### config.mk
export PLATFORM = sky130hd
export DESIGN_NAME = keypad_emulador
export DESIGN_NICKNAME = d
export VERILOG_FILES = /design/src/rtl/keypad_emulador.sv
export SDC_FILE = /design/constraint.sdc
export NUM_CORES = 1
export LEC_CHECK = 0
export BUFFER_PORTS_ARGS = -buffer_cell sky130_fd_sc_hd__buf_4
export CAP_MARGIN = 25
export CORE_UTILIZATION = 40
export DETAILED_ROUTE_END_ITERATION = 12
export PLACE_DENSITY = 0.6
export SETUP_SLACK_MARGIN = 0.4
export SLEW_MARGIN = 30
export SYNTH_ARGS = -nofsm -noshare
export SYNTH_HDL_FRONTEND = slang
export SYNTH_SLANG_ARGS = --single-unit
### constraint.sdc
create_clock -name clk -period 2.95 [get_ports clk]
set_input_delay 0.59 -clock clk [delete_from_list [all_inputs] [get_ports clk]]
set_output_delay 0.59 -clock clk [all_outputs]
set_load 0.05 [all_outputs]
### src/rtl/keypad_emulador.sv
// keypad_emulador: behavioural stand-in for a 4x4 matrix keypad, synthesizable.
// A key code arrives over a valid/ready handshake. The matching switch then closes
// for a programmed time, with optional pseudo-random contact chatter at press and
// at release. While the switch is closed, the row line answers the column strobe.
//
// state      | meaning
// -----------+-----------------------------------------------------------
// IDLE       | no key pressed, key_ready high, waiting for key_valid
// BOUNCE_IN  | press chatter: contact follows LFSR bit 0 every cycle
// HOLD       | contact stably closed for HOLD_CYCLES
// BOUNCE_OUT | release chatter: contact follows LFSR bit 0 every cycle
// GAP        | contact open for GAP_CYCLES, done on the last one
module keypad_emulador #(
  parameter int WIDTH         = 4,
  parameter int HOLD_CYCLES   = 1000,
  parameter int BOUNCE_CYCLES = 64,
  parameter int GAP_CYCLES    = 100
) (
  input  logic             clk,
  input  logic             reset,
  input  logic [3:0]       key_code,
  input  logic             key_valid,
  output logic             key_ready,
  input  logic [WIDTH-1:0] col,
  output logic [WIDTH-1:0] fil,
  output logic             busy,
  output logic             done
);

  // The counter must hold the largest of the three phase lengths.
  localparam int MAX_HB  = (HOLD_CYCLES > BOUNCE_CYCLES) ? HOLD_CYCLES : BOUNCE_CYCLES;
  localparam int MAX_ALL = (MAX_HB > GAP_CYCLES) ? MAX_HB : GAP_CYCLES;
  localparam int CW      = $clog2(MAX_ALL + 1);

  localparam logic [CW-1:0] LD_HOLD   = CW'(HOLD_CYCLES);
  localparam logic [CW-1:0] LD_BOUNCE = CW'(BOUNCE_CYCLES);
  localparam logic [CW-1:0] LD_GAP    = CW'(GAP_CYCLES);
  localparam logic [CW-1:0] CNT_LAST  = CW'(1);
  localparam logic          BOUNCE_EN = (BOUNCE_CYCLES != 0);
  localparam logic [7:0]    LFSR_SEED = 8'hA5;

  typedef enum logic [2:0] {
    ST_IDLE       = 3'd0,
    ST_BOUNCE_IN  = 3'd1,
    ST_HOLD       = 3'd2,
    ST_BOUNCE_OUT = 3'd3,
    ST_GAP        = 3'd4
  } state_t;

  state_t           state;
  state_t           state_nxt;
  logic [CW-1:0]    cnt;
  logic [CW-1:0]    cnt_nxt;
  logic [7:0]       lfsr;
  logic [WIDTH-1:0] col_sel;
  logic [WIDTH-1:0] row_sel;
  logic             accept;
  logic             in_bounce;
  logic             cnt_last;
  logic             contact;
  logic [3:0]       key_pos;

  // Physical position of each legend on the 4x4 pad, returned as {column, row}.
  function automatic logic [3:0] decode_key(input logic [3:0] code);
    logic [3:0] pos;
    case (code)
      4'h1:    pos = {2'd0, 2'd0};
      4'h2:    pos = {2'd1, 2'd0};
      4'h3:    pos = {2'd2, 2'd0};
      4'hA:    pos = {2'd3, 2'd0};
      4'h4:    pos = {2'd0, 2'd1};
      4'h5:    pos = {2'd1, 2'd1};
      4'h6:    pos = {2'd2, 2'd1};
      4'hB:    pos = {2'd3, 2'd1};
      4'h7:    pos = {2'd0, 2'd2};
      4'h8:    pos = {2'd1, 2'd2};
      4'h9:    pos = {2'd2, 2'd2};
      4'hC:    pos = {2'd3, 2'd2};
      4'hE:    pos = {2'd0, 2'd3};
      4'h0:    pos = {2'd1, 2'd3};
      4'hF:    pos = {2'd2, 2'd3};
      default: pos = {2'd3, 2'd3};
    endcase
    return pos;
  endfunction

  assign accept    = key_valid && (state == ST_IDLE);
  assign in_bounce = (state == ST_BOUNCE_IN) || (state == ST_BOUNCE_OUT);
  assign cnt_last  = (cnt == CNT_LAST);
  assign key_pos   = decode_key(key_code);

  // State and phase counter registers; reset drops the key at once.
  always_ff @(posedge clk) begin
    if (reset) begin
      state <= ST_IDLE;
      cnt   <= '0;
    end else begin
      state <= state_nxt;
      cnt   <= cnt_nxt;
    end
  end

  // Phase sequencing; the counter reloads with the length of whichever phase is entered.
  always_comb begin
    state_nxt = state;
    cnt_nxt   = cnt;
    case (state)
      ST_IDLE: begin
        if (accept) begin
          if (BOUNCE_EN) begin
            state_nxt = ST_BOUNCE_IN;
            cnt_nxt   = LD_BOUNCE;
          end else begin
            state_nxt = ST_HOLD;
            cnt_nxt   = LD_HOLD;
          end
        end
      end
      ST_BOUNCE_IN: begin
        if (cnt_last) begin
          state_nxt = ST_HOLD;
          cnt_nxt   = LD_HOLD;
        end else begin
          cnt_nxt = cnt - CNT_LAST;
        end
      end
      ST_HOLD: begin
        if (cnt_last) begin
          if (BOUNCE_EN) begin
            state_nxt = ST_BOUNCE_OUT;
            cnt_nxt   = LD_BOUNCE;
          end else begin
            state_nxt = ST_GAP;
            cnt_nxt   = LD_GAP;
          end
        end else begin
          cnt_nxt = cnt - CNT_LAST;
        end
      end
      ST_BOUNCE_OUT: begin
        if (cnt_last) begin
          state_nxt = ST_GAP;
          cnt_nxt   = LD_GAP;
        end else begin
          cnt_nxt = cnt - CNT_LAST;
        end
      end
      ST_GAP: begin
        if (cnt_last) begin
          state_nxt = ST_IDLE;
          cnt_nxt   = '0;
        end else begin
          cnt_nxt = cnt - CNT_LAST;
        end
      end
      default: begin
        state_nxt = ST_IDLE;
        cnt_nxt   = '0;
      end
    endcase
  end

  // Chatter source: x^8+x^6+x^5+x^4+1 Fibonacci LFSR, stepping only while bouncing.
  always_ff @(posedge clk) begin
    if (reset) begin
      lfsr <= LFSR_SEED;
    end else if (in_bounce) begin
      lfsr <= {lfsr[6:0], lfsr[7] ^ lfsr[5] ^ lfsr[4] ^ lfsr[3]};
    end
  end

  // Latch the pressed key's column and row as one-hot masks on acceptance.
  always_ff @(posedge clk) begin
    if (reset) begin
      col_sel <= '0;
      row_sel <= '0;
    end else if (accept) begin
      col_sel <= WIDTH'(1) << key_pos[3:2];
      row_sel <= WIDTH'(1) << key_pos[1:0];
    end
  end

  // Outputs: the row answers the column with no register in between, like a real switch.
  always_comb begin
    key_ready = (state == ST_IDLE);
    busy      = (state != ST_IDLE);
    done      = (state == ST_GAP) && cnt_last;
    contact   = (state == ST_HOLD) || (in_bounce && lfsr[0]);
    fil       = '0;
    if (contact && (col == col_sel)) begin
      fil = row_sel;
    end
  end

endmodule

After elaboration in Yosys (flattened, before gate mapping):

Memory sizes are Yosys's and may differ from the RTL's.
Cells that the tools add are included.

* shift-type cells: 2
* add/subtract/negate cells: 1
* multiplexer cells: 13
* eq/ne operators: 11
* bitwise logic cells: 3
* reduce and logical (&&, ||, !) cells: 9

Operators by type and width (count)
* 10-bit two-way mux: 5
* 10-bit one-hot mux with 5 select lines: 1
* 3-bit two-way mux: 5
* 3-bit one-hot mux with 5 select lines: 1
* 10-bit by 1-bit == test with 1-bit output, second input constant: 1
* 10-bit by 1-bit subtractor with 10-bit output, second input constant: 1
* 2-bit inequality test, second input constant: 4
* 1-bit by 2-bit << shifter with 4-bit output, first input constant: 2
* 3-bit by 2-bit == test with 1-bit output, second input constant: 2
* 5-bit AND reduction: 1
* 4-bit == test: 1
* 1-bit logical AND: 4
* 4-bit two-way mux: 1
* 3-bit by 1-bit == test with 1-bit output, second input constant: 1
* 3-bit == test, second input constant: 1
* 3-bit zero test: 1
* 3-bit nonzero test: 1
* 1-bit bitwise XOR: 3
* 1-bit logical OR: 2
* 2-bit by 1-bit inequality test with 1-bit output, second input constant: 1

* output and inout bits: 7
* input bits: 11
* word-level logic and storage cells: 45
* memories: 1
* register bits after elaboration: 29
* bits in read-only memories: 64

Memory list
* (no name shown): words 16, width 4, read ports 1, clocked after Yosys merged registers in 0, write ports 0, RTL line 66 `case (code)`

Depth between registers and ports, before layout:

Gate-level depths: netlist of the first run.

* depth after elaboration: 6
* gate-level depth with buffers: 8
* mapped depth without buffers: 7

Worst setup path after synthesis of the first run:

No wires, ideal clock.

* kind: flip-flop to output port
* start: register state[1]
* end: output busy
* path buffers: 1
* data arrival time: 2.358 ns
* path slack: 0.002 ns
* cell stages (with the launch flop): 4
* path through: dfxtp_1 > buf_1 > nor3_1 > inv_1

* cells in the longest elaborated chain, start to end: 1

Ends and longest elaborated chain
* start, declared: RTL line 50 `state_t state;`
* start signal, assigned: RTL line 98 `state <= state_nxt;`
* 3-bit nonzero test: RTL line 186 `busy = (state != ST_IDLE);`
* end, declared: RTL line 26 `output logic busy,`

Every way passes these cells.

Worst setup path after layout of the first run:

* start: register cnt[1]
* end: output done

* cells in the longest elaborated chain, start to end: 2

Ends and longest elaborated chain
* start, declared: RTL line 52 `logic [CW-1:0] cnt;`
* start signal, assigned: RTL line 99 `cnt <= cnt_nxt;`
* 10-bit by 1-bit == test with 1-bit output: RTL line 89 `assign cnt_last = (cnt == CNT_LAST);`
* 1-bit logical AND: RTL line 187 `done = (state == ST_GAP) && cnt_last;`
* end, declared: RTL line 27 `output logic done`

Every way passes these cells.

==> results.md, run 1 <==
- Status: completed
- Hold_ws: 461 ps
- Core Rows: 23
- Antenna Cells: 0
- Gr ovfl total: 0
- Worst-path clk slew: 70 ps
- Register area share after synthesis: 0.348
- Worst setup SP type: register
- # DRC: 0
- Initial antenna violation count: 0
- Relative slew slack: 0.525
- Dpl hpwl: 2.60 mm
- Layout Nets: 247
- Vias/cell: 5.47
- Largest family of logic cells by synthesized area: simple AND/OR/NAND/NOR gates
- Worst stage delay on the critical path: 460 ps
- Yosys reg bits: 29
- CTS tree: done
- Total negative setup slack: 0 ps
- Maximum clock insertion buffer count: 2
- Routed len/inst: 13.2 um
- Clock sinks: 29
- Post-synthesis compound-gate area fraction: 0.204
- Largest net degree at the start of global routing: 29
- Final setup fails: 0
- Clock latency at the later pin of the worst-skew pair: 280 ps
- WL final: 3.77 mm
- Clock root cell: clkbuf_8
- Clk_skew: 10.6 ps
- Slew @ Worst Pin: 712 ps
- H-tree depth: 2
- Simple-gate share of the synthesized area: 0.307
- Design area: 0.00197 sq mm
- Hold Violations, Final: 0
- Max-Cap Viols: 0
- CP max FO: 5
- Total track usage: 0.182
- Async S/R FF share, synth: 0
- Met1 GRT Util: 0.256
- Commonest non-fill, non-tap cell in the layout: nand2_1
- Worst ir drop on vdd: 0.215 mV
- Vias in the first global route: 1291
- Wire length of the first global-routing pass: 6.13 mm
- Top_reg_cell synth: dfxtp_1
- GR met3 Demand/Resource: 0.0411
- Post-synth EDFFs: 0
- Post-Synth Adder-Cell Area: 0.0150
- Worst EP required: 2360 ps
- CP Buf/Inv Count: 2
- P per Cell Area: 669 mW/mm^2
- LEAKAGE: 0.761 nW
- RSZ-0062 raised after global routing: true
- Cell taking the most area after synthesis: dfxtp_1
- Placed insts: 274
- Hold WC Path Type: reg2reg
- Area growth from synthesis to final layout: 17.9%
- Fill cells: 436
- Starting Density: 0.417
- PnR worst setup slack: 444 ps
- Post-synth top area share: 0.348
- Io pins: 18
- Die area: 0.00443 sq mm
- Post-synthesis net count: 229
- Critical path capture point type: primary output
- Pre-CTS setup slack: 381 ps
- Share of layout cells above drive strength 1: 0.213
- Final Cycle Share: 0.850
- First-pass DRT Iterations: 4
- Core area: 0.00400 sq mm
- Vias: 1559
- Cts bufs inserted: 5
- Post-Synthesis Cells: 216
- Final Instance Count excl. Fillers: 285
- Met2 usage: 0.264
- Min Clock Period, post-route: 2510 ps
- Mux cell area share after synthesis: 0.0247
- GRT busiest layer: met2
- Cell Area, Synth: 0.00167 sq mm
- Worst path cell trace: inv_2 -> ha_2 -> or4b_4 -> or3_4 -> nor2_4 -> buf_6
- Dpl cell area: 0.00184 sq mm
- Most frequent cells in the layout: nand2_1 (28), dfxtp_1 (25), nor2_1 (22), buf_4 (22), a21oi_1 (17)
- Pwr Total: 1.32 mW
- I/O Buffers: 17
- Final RePlAce weighted congestion: 0.857
- Slew Viols, Final: 0
- Avg Inst Size Synth: 7.73 sq um
- Top delay family on crit path: simple AND/OR/NAND/NOR gates
- Die height: 66.6 um
- Count of cell types in the netlist: 49
- Final Util: 0.492
- Synth top area cells: dfxtp_1 (35%), nand2_1 (6.3%), nor2_1 (5.2%)
- WS Path Type: reg2out
- Die X: 66.6 um
- CP arrival: 1920 ps
- Initial DRC Count: 168
- Xor and xnor area share after synthesis: 0.0472
- Syn. warnings: 0
- Routed Antenna Nets: 0
- Fmax achieved: 399 MHz
- Slowest cell on crit path: or4b_4
logic make-up after synthesis:
family | Yosys count
adders and majority gates | 2
buffers and inverters | 22
DFF | 29
muxes | 4
AOI/OAI and AO/OA | 53
xor gates and xnor gates | 9
and+or+nand+nor | 97
final cells by class:
type	count	area, sq um	area share
clock buffer	6	72.6	0.0369
clock inverter	2	10.0	0.00509
inverter	10	37.5	0.0191
multi-input combinational	165	1020	0.517
sequential	29	591	0.300
tap	50	62.6	0.0318
timing repair buffer	23	176	0.0896
cells in the mapped netlist, types with 2 or more instances:
cell        n
o2bb2ai_1   2
buf_1       2
or3b_2      2
xnor2_1     7
inv_1      10
nor2b_1     3
nand3b_1    5
nor3b_1     5
a21oi_1    17
nor3_1      6
xor2_1      2
a22oi_1     3
dfxtp_1    29
o21ai_0    12
a2bb2oi_1   2
o211ai_1    2
mux2i_1     3
o21ai_1     2
nor4_1      7
a31oi_1     2
nor2_1     23
nand3_1     5
nand2b_1    2
o21bai_1    2
clkbuf_1    9
nand2_1    28
ha_1        2
sequential cells by signal (all words and copies together) (netlist names):
| name | cells |
|---|---|
| cnt | 10 |
| col_sel | 4 |
| lfsr | 8 |
| row_sel | 4 |
| state | 3 |
worst reg2reg max path, stage by stage (launching register included):
cell and delay, ps:
dfxtp_2 340, inv_2 60, ha_2 160, or4b_4 460, or3_4 360, buf_4 180
o21ai_4 190, o21ai_1 90, mux2_2 260
what timing repair did:
action | CTS | global route
endpoints found under the setup margin | 5 | 5
gates cloned | 0 | 0
pin swaps | 1 | 2
setup buffers | 3 | 0
endpoints found under the hold margin | 0 | 0
hold buffers | 0 | 0
resized for setup | 8 | 2
where the power goes:
part / internal (mW) / switching [mW] / total, mW
sequential: 0.451 / 0.0717 / 0.523
combinational: 0.216 / 0.259 / 0.475
clock: 0.163 / 0.155 / 0.318
path summary, 6_finish.rpt:
| check | start | end | slack [ps] | cells after the start |
|---|---|---|---|---|
| hold / removal | lfsr[2] | lfsr[3] | 460 | 2 |
| setup / recovery | cnt[1] | done | 440 | 6 |
| setup reg to reg | cnt[1] | cnt[9] | 750 | 8 |
| hold reg to reg | lfsr[2] | lfsr[3] | 460 | 2 |
metal layers:
layer / vias to the layer above / part of all wire
met5: - / 0
met4: 0 / 0.020
met3: 10 / 0.042
met2: 38 / 0.44
met1: 714 / 0.50
li1: 797 / -
Power figures use the tool's default switching activity.
==> inputs of run 2 (changes only) <==
==> constraint.sdc (replaced) <==
create_clock -name clk -period 2.4 [get_ports clk]
set_input_delay 0.48 -clock clk [delete_from_list [all_inputs] [get_ports clk]]
set_output_delay 0.48 -clock clk [all_outputs]
set_load 0.05 [all_outputs]
==> results.md, run 2 (synthesis gave the netlist of run 1 again) <==
- Relative slew slack: 0.570 (was 0.525)
- Top delay family on crit path: simple AND/OR/NAND/NOR gates (unchanged)
- Starting Density: 0.417 (unchanged)
- Register area: 597 sq um (was 591 sq um)
- RSZ-0062 raised after global routing: true (unchanged)
- Core area: 0.00400 sq mm (unchanged)
- Slowest cell on crit path: or4b_4 (unchanged)
- Min Clock Period, post-route: 2360 ps
- Largest net degree at the start of global routing: 29 (unchanged)
- Maximum clock insertion buffer count: 2 (unchanged)
- Wire length of the first global-routing pass: 6.82 mm (was 6.13 mm)
- Fmax achieved: 423 MHz
- # DRC: 0 (unchanged)
- Top flop regs: cnt (10), lfsr (8) (unchanged)
- Initial antenna violation count: 0 (unchanged)
- Final Instance Count excl. Fillers: 309 (was 285)
- Largest register FFs: 10 (unchanged)
- CP arrival: 1880 ps (was 1920 ps)
- Die height: 66.6 um (unchanged)
- Clock root cell: clkbuf_8 (unchanged)
- Worst stage delay on the critical path: 460 ps (about the same)
- Routed len/inst: 14.0 um (was 13.2 um)
- Max-Cap Viols: 0 (unchanged)
- Worst EP required: 1920 ps (was 2360 ps)
- Most frequent cells in the layout: buf_4 (37), nand2_1 (25), dfxtp_1 (20) (was nand2_1 (28), dfxtp_1 (25), nor2_1 (22), buf_4 (22), a21oi_1 (17))
- Cts bufs inserted: 5 (unchanged)
- Total negative setup slack: 0 ps (unchanged)
- Status: completed (unchanged)
- Worst path cell trace: inv_2 -> ha_4 -> or4b_4 -> or3_4 -> nor2_4 -> buf_8 (was inv_2 -> ha_2 -> or4b_4 -> or3_4 -> nor2_4 -> buf_6)
- Hold WC Path Type: reg2reg (unchanged)
- H-tree depth: 2 (unchanged)
- Commonest non-fill, non-tap cell in the layout: buf_4 (was nand2_1)
- Hold Violations, Final: 0 (unchanged)
- CP Buf/Inv Count: 2 (unchanged)
- Gr ovfl total: 0 (unchanged)
- Layout Nets: 271 (was 247)
- Hold_ws: 455 ps (was 461 ps)
- Critical path capture point type: primary output (unchanged)
- Area growth from synthesis to final layout: 40.3% (was 17.9%)
- Worst-path clk slew: 60 ps (was 70 ps)
- Vias in the first global route: 1518 (was 1291)
- Worst ir drop on vdd: 0.332 mV (was 0.215 mV)
- Design area: 0.00234 sq mm (was 0.00197 sq mm)
- Fill cells: 360 (was 436)
- Dpl hpwl: 2.82 mm (was 2.60 mm)
- Dpl cell area: 0.00197 sq mm (was 0.00184 sq mm)
- Final setup fails: 0 (unchanged)
- LEAKAGE: 0.912 nW (was 0.761 nW)
- Worst setup SP type: register (unchanged)
- Footprint of the multi-input gates: 0.00116 sq mm (was 0.00102 sq mm)
- Share of layout cells above drive strength 1: 0.378 (was 0.213)
- Reg with most FFs: cnt (unchanged)
- CP max FO: 3 (was 5)
- Final Util: 0.586 (was 0.492)
- Total track usage: 0.201 (was 0.182)
- Clk_skew: 5.67 ps (was 10.6 ps)
- First-pass DRT Iterations: 4 (unchanged)
- WL final: 4.31 mm (was 3.77 mm)
- Slew @ Worst Pin: 644 ps (was 712 ps)
- Vias/cell: 5.38 (was 5.47)
- Routed Antenna Nets: 0 (unchanged)
- Vias: 1662 (was 1559)
- I/O Buffers: 17 (unchanged)
- Die X: 66.6 um (unchanged)
- Slew Viols, Final: 0 (unchanged)
- Antenna Cells: 0 (unchanged)
- CTS tree: done (unchanged)
- WS Path Type: reg2out (unchanged)
- Clock latency at the later pin of the worst-skew pair: 270 ps (was 280 ps)
- P per Cell Area: 768 mW/mm^2 (was 669 mW/mm^2)
- Initial DRC Count: 65 (was 168)
- Core Rows: 23 (unchanged)
- Die area: 0.00443 sq mm (unchanged)
- Final Cycle Share: 0.985
- Final RePlAce weighted congestion: 0.876 (was 0.857)
- Io pins: 18 (unchanged)
- Clock sinks: 29 (unchanged)
- Placed insts: 282 (was 274)
==> run 2: changes by cell type in the layout (fill, tap and decap cells not counted), moves of 5 or more <==
cell	delta
buf_4	+15
buf_6	+6
nor2_1	-6
dfxtp_1	-5
dfxtp_2	+5
o21ai_0	-5
o21ai_1	+5
==> run 2: metrics by stage <==
stage	power, mW	worst slack, ps
floorplan	1.09	164
global placement	1.26	120
detailed placement	1.26	109
CTS	1.76	-38.4
global route	1.92	-18.2
finish	1.80	35.1
==> run 2: final cells by class <==
cell class / instances / share of cell area
clock inverters: 3 / 0.00748
inverters: 10 / 0.0160
well taps: 50 / 0.0267
repair buffers: 47 / 0.171
clock buffers: 5 / 0.0294
multi-input cells: 165 / 0.494
flip-flops and latches: 29 / 0.255
==> run 2: power breakdown <==
group | switching (mW) | internal (mW) | leakage, nW
Combinational | 0.396 | 0.384 | 0.626
Sequential | 0.0775 | 0.555 | 0.242
Clock | 0.187 | 0.200 | 0.0439
==> run 2: repair_timing <==
item,CTS,global route
resized for setup,23,19
pin swaps,7,12
setup endpoints to repair,11,14
hold buffers,0,0
gates cloned,0,0
buffers inserted,14,5
==> run 2: worst reg2reg max path: stages, from the launching register on <==
cell and delay [ps]:
dfxtp_2 320, inv_2 60, buf_4 100, buf_4 90, buf_4 90, buf_4 90
buf_4 90, buf_4 90, buf_4 90, ha_2 180, nor3b_2 250, or4b_2 610
a21oi_1 130
==> run 2: layer usage <==
layer | track usage | share of wire | vias up
met1 | 0.259 | 0.46 | 787
met3 | 0.0531 | 0.043 | 4
li1 | - | - | 842
met4 | 0.0665 | 0.0063 | 0
met2 | 0.321 | 0.49 | 29
met5 | 0 | 0 | -
==> run 2: worst paths after layout <==
path,startpoint,endpoint,slack (ps),cells past startpoint
min,lfsr[6],lfsr[6],450,2
min reg2reg,lfsr[6],lfsr[6],450,2
max,cnt[1],done,40,6
max reg2reg,cnt[1],cnt[4],140,12
